[config.mk]
export PLATFORM = sky130hd
export DESIGN_NAME = mem_access_ctrl
export DESIGN_NICKNAME = d
export VERILOG_FILES = /design/src/rtl/lc3b_types.sv /design/src/rtl/mem_access_ctrl.sv
export SDC_FILE = /design/constraint.sdc
export NUM_CORES = 1
export LEC_CHECK = 0
export BUFFER_PORTS_ARGS = -buffer_cell sky130_fd_sc_hd__buf_4
export CORE_ASPECT_RATIO = 1.75
export CORE_MARGIN = 2
export CORE_UTILIZATION = 30
export CTS_CLUSTER_DIAMETER = 30
export CTS_CLUSTER_SIZE = 40
export DETAILED_ROUTE_END_ITERATION = 12
export GPL_ROUTABILITY_DRIVEN = 0
export SYNTH_ARGS = -nofsm -noshare
export SYNTH_HDL_FRONTEND = slang
export SYNTH_SLANG_ARGS = --single-unit
export TNS_END_PERCENT = 1
[constraint.sdc]
create_clock -name clk -period 3.2 [get_ports clk]
set_input_delay 0.64 -clock clk [delete_from_list [all_inputs] [get_ports clk]]
set_output_delay 0.64 -clock clk [all_outputs]
set_load 0.1 [all_outputs]
[src/rtl/lc3b_types.sv]
// Shared LC-3b type definitions used by the pipeline stages.
// Holds the word/mask types and the MEM-stage access sequencer state encoding.
package lc3b_types;

   typedef logic [15:0] lc3b_word;
   typedef logic [1:0]  lc3b_mem_wmask;

   typedef enum logic [1:0] {
      IDLE,
      ACCESS1,
      ACCESS2,
      DONE
   } mem_access_state_t;

endpackage

[src/rtl/mem_access_ctrl.sv]
// MEM-stage data-cache sequencer: issues loads/stores, runs the two-access LDI/STI, stalls the pipe.
// Define MEM_STALL_CNT_EN to build the 32-bit stall-cycle counter behind stall_count.
module mem_access_ctrl
   import lc3b_types::*;
#(
   parameter int unsigned ADDR_W = 16,
   parameter int unsigned DATA_W = 16
) (
   input  logic              clk,
   input  logic              rst_n,
   input  logic              read,
   input  logic              write,
   input  logic              indirect_enable,
   input  logic [1:0]        mem_byte_enable,
   input  logic [ADDR_W-1:0] address,
   input  logic [DATA_W-1:0] wdata,
   input  logic              pipe_load,
   input  logic              dmem_resp,
   input  logic [DATA_W-1:0] dmem_rdata,
   output logic              dmem_read,
   output logic              dmem_write,
   output logic [ADDR_W-1:0] dmem_address,
   output logic [DATA_W-1:0] dmem_wdata,
   output logic [1:0]        dmem_byte_enable,
   output logic [DATA_W-1:0] rdata,
   output logic              stall,
   output logic [31:0]       stall_count
);

   mem_access_state_t state, next_state;
   logic [ADDR_W-1:0] ptr;
   logic              req;
   logic              load;

   assign req  = read | write;
   // Write wins when the control word asserts both.
   assign load = read & ~write;

   always_ff @(posedge clk or negedge rst_n) begin
      if (!rst_n) begin
         state <= IDLE;
      end else begin
         state <= next_state;
      end
   end

   always_comb begin
      next_state       = state;
      dmem_read        = 1'b0;
      dmem_write       = 1'b0;
      dmem_address     = '0;
      dmem_wdata       = '0;
      dmem_byte_enable = 2'b11;
      stall            = 1'b0;
      case (state)
         IDLE: begin
            stall = req;
            if (req) next_state = ACCESS1;
         end
         ACCESS1: begin
            stall        = 1'b1;
            dmem_address = address;
            if (indirect_enable) begin
               // Pointer fetch is always a full-word read.
               dmem_read = 1'b1;
            end else begin
               dmem_read        = load;
               dmem_write       = write;
               dmem_byte_enable = mem_byte_enable;
               dmem_wdata       = wdata;
            end
            if (dmem_resp) next_state = indirect_enable ? ACCESS2 : DONE;
         end
         ACCESS2: begin
            stall            = 1'b1;
            dmem_address     = ptr;
            dmem_read        = load;
            dmem_write       = write;
            dmem_byte_enable = mem_byte_enable;
            dmem_wdata       = wdata;
            if (dmem_resp) next_state = DONE;
         end
         DONE: begin
            // Wait here until the whole pipe advances so the access is not re-issued.
            if (pipe_load) next_state = IDLE;
         end
         default: next_state = IDLE;
      endcase
   end

   always_ff @(posedge clk or negedge rst_n) begin
      if (!rst_n) begin
         ptr   <= '0;
         rdata <= '0;
      end else if (dmem_resp) begin
         if (state == ACCESS1 && indirect_enable) begin
            ptr <= ADDR_W'(dmem_rdata);
         end else if ((state == ACCESS1 || state == ACCESS2) && load) begin
            rdata <= dmem_rdata;
         end
      end
   end

`ifdef MEM_STALL_CNT_EN
   logic [31:0] stall_cnt;

   always_ff @(posedge clk or negedge rst_n) begin
      if (!rst_n) begin
         stall_cnt <= '0;
      end else if (stall) begin
         stall_cnt <= stall_cnt + 32'd1;
      end
   end

   assign stall_count = stall_cnt;
`else
   assign stall_count = '0;
`endif

   read_write_exclusive: assert property (@(posedge clk) disable iff (!rst_n) !(read && write));

endmodule

==> flow_summary.json <==
{
  "clock_path_buffers": 2,
  "drive_gt1_share_pct": 52.5,
  "num_rows": 40,
  "postSynthAreaPerCell_sq_um": 10.9,
  "grt_overflow": 0,
  "r2r_setup_slack_ns": 1.24,
  "min_period_over_period_pct": 88.3,
  "cts_root_buffer": "clkbuf_16",
  "period_needed_ns": 2.83,
  "r2r_start": "state[0]$_DFFE_PN0P_",
  "vias_per_cell": 4.41,
  "post_cts_buffers": 0,
  "synthTopCellsByArea": "dfrtp_1, buf_4, mux2_2, mux2_4, a22oi_1",
  "vias": 1697,
  "min_path_type": "in2async",
  "final_cells": 385,
  "synth.top_cell.area_share_pct": 40.5,
  "ys_ff_latch": 34,
  "grt_pass1_wl_um": 8430,
  "synthToLayoutAreaGrowth_pct": 43.8,
  "start_util_pct": 30.9,
  "rsz0062_at_grt": "no",
  "clock_skew_ns": 0.00430,
  "grt_use_total_pct": 14.5,
  "path_max_fanout": 19,
  "htreeDepth": 2,
  "nets": 363,
  "place_inst": 377,
  "status": "completed",
  "setup_ws_ns": 0.374,
  "wire_per_inst_um": 14.0,
  "r2r_cells": 4,
  "grt_pass1_vias": 1671,
  "initialDrtViolationCount": 48,
  "coreArea_sq_um": 6810,
  "antennaDiodeCount": 0,
  "setup_violations": 0,
  "r2r-end": "rdata[0]$_DFFE_PN0P_",
  "drc": 0,
  "crit_path_start_kind": "flop",
  "synth_cells": 192,
  "critPathCaptureType": "primary output",
  "slew_viol_final": 0,
  "cts_tree": "built",
  "whs_ns": 0.312,
  "cp_data_required_time_ns": 2.56,
  "pre_cts_ws_ns": 0.483,
  "synth_flop_cell": "dfrtp_1",
  "clock_sinks": 34,
  "final_hold_viol_count": 0,
  "fillers": 672,
  "crit_arrival_ns": 2.19,
  "synth_top_cells_by_count": "dfrtp_1, buf_4, mux2_2",
  "die_w_um": 67.3,
  "synth_largest_area_cell": "dfrtp_1",
  "synth.yosys.seq_area_share_pct": 40.5,
  "die_h_um": 115,
  "drtPass1Iterations": 4,
  "synth_edf_count": 0,
  "synth_cell_types": 29,
  "ios": 142,
  "max_freq_mhz": 354,
  "drt-total-wl_um": 5410,
  "cap_violations": 0,
  "antenna_found_initial": 0,
  "yosys_warnings": 0,
  "async_reset_ff_share_pct": 100,
  "crit_type": "reg2out",
  "ant_nets": 0,
  "die_area_sq_um": 7710,
  "path_clk_slew_ns": 0.06,
  "synth_most_common_cell": "dfrtp_1",
  "clk_latency_ns": 0.27,
  "grt_max_degree": 35,
  "multi_input_area_sq_um": 1050,
  "regArea_sq_um": 851,
  "mappedNetlistArea_sq_um": 2100,
  "dp.final_hpwl_um": 4120,
  "io_buffer_count": 109,
  "cts_buffers": 5
}
how the worst max path moves through the flow:
| stage | start | endpoint | cells after the start |
|---|---|---|---|
| 2_1_floorplan | state[0]$_DFFE_PN0P_ | dmem_byte_enable[1] | 5 |
| 3_3_place_gp | state[0]$_DFFE_PN0P_ | dmem_read | 5 |
| 3_5_place_dp | state[0]$_DFFE_PN0P_ | dmem_read | 5 |
| 4_1_cts | state[0]$_DFFE_PN0P_ | dmem_read | 5 |
| 5_1_grt | state[0]$_DFFE_PN0P_ | dmem_read | 5 |
| 6_report | state[0]$_DFFE_PN0P_ | dmem_read | 5 |
final cells by class:
type / count / share of cell area [%]
clock inverters: 3 / 1.33
multi-input cells: 144 / 34.7
repair buffers: 111 / 27.6
inverters: 4 / 0.621
clock buffers: 5 / 4.14
flip-flops and latches: 34 / 28.2
well taps: 84 / 3.48
cell usage in the layout, fill, tap and decap left out, types with 4 or more instances in the layout:
cell type  instances
a21oi_1            4
a22oi_1           16
and2_1            16
buf_4            111
clkbuf_16          5
conb_1            32
dfrtp_1           34
ha_1               6
mux2_2            22
mux2_4            10
nor2_1            19
critical path, cell delays in order (launching register included):
cell	delay [ns]
dfrtp_1	0.43
inv_1	0.12
ha_1	0.43
clkinvlp_4	0.38
a21oi_1	0.23
buf_4	0.31
what timing repair did:
item | CTS | global route
endpoints found under the hold margin | 0 | 0
hold buffers | 0 | 0
setup endpoints to repair | 0 | 6
resized for setup | 0 | 1
flip-flops by register name, indices dropped and copies added (netlist names):
name,count
rdata,16
ptr,16
state,2
cells by family after synthesis:
| family | synth area share (%) |
|---|---|
| flops | 40.5 |
| buf+inv | 15.1 |
| mux | 19.9 |
| simple gates | 11.5 |
| fa+ha+maj | 3.57 |
| other cells | 0.179 |
| compound gates | 9.23 |
per-stage QoR:
step	util [%]	setup TNS, ns	instance area (sq um)
6_report	44.4	0	3020
5_1_grt	44.4	0	3020
4_1_cts	44.3	0	3020
3_5_place_dp	41.9	0	2850
3_3_place_gp	41.9	0	2850
2_1_floorplan	-	-0.881	2220
per-layer routing:
layer  up-vias  global-route usage (%)  wire length, um
met1       792                    15.2             1890
li1        803                       -                -
met2       100                    27.3             2980
met3         2                    3.15              500
met5         -                       0                0
met4         0                    5.31               42
Power is left out: the tool's default activity adds up to more than one toggle a clock period on the data nets, which glitch-free logic cannot reach.
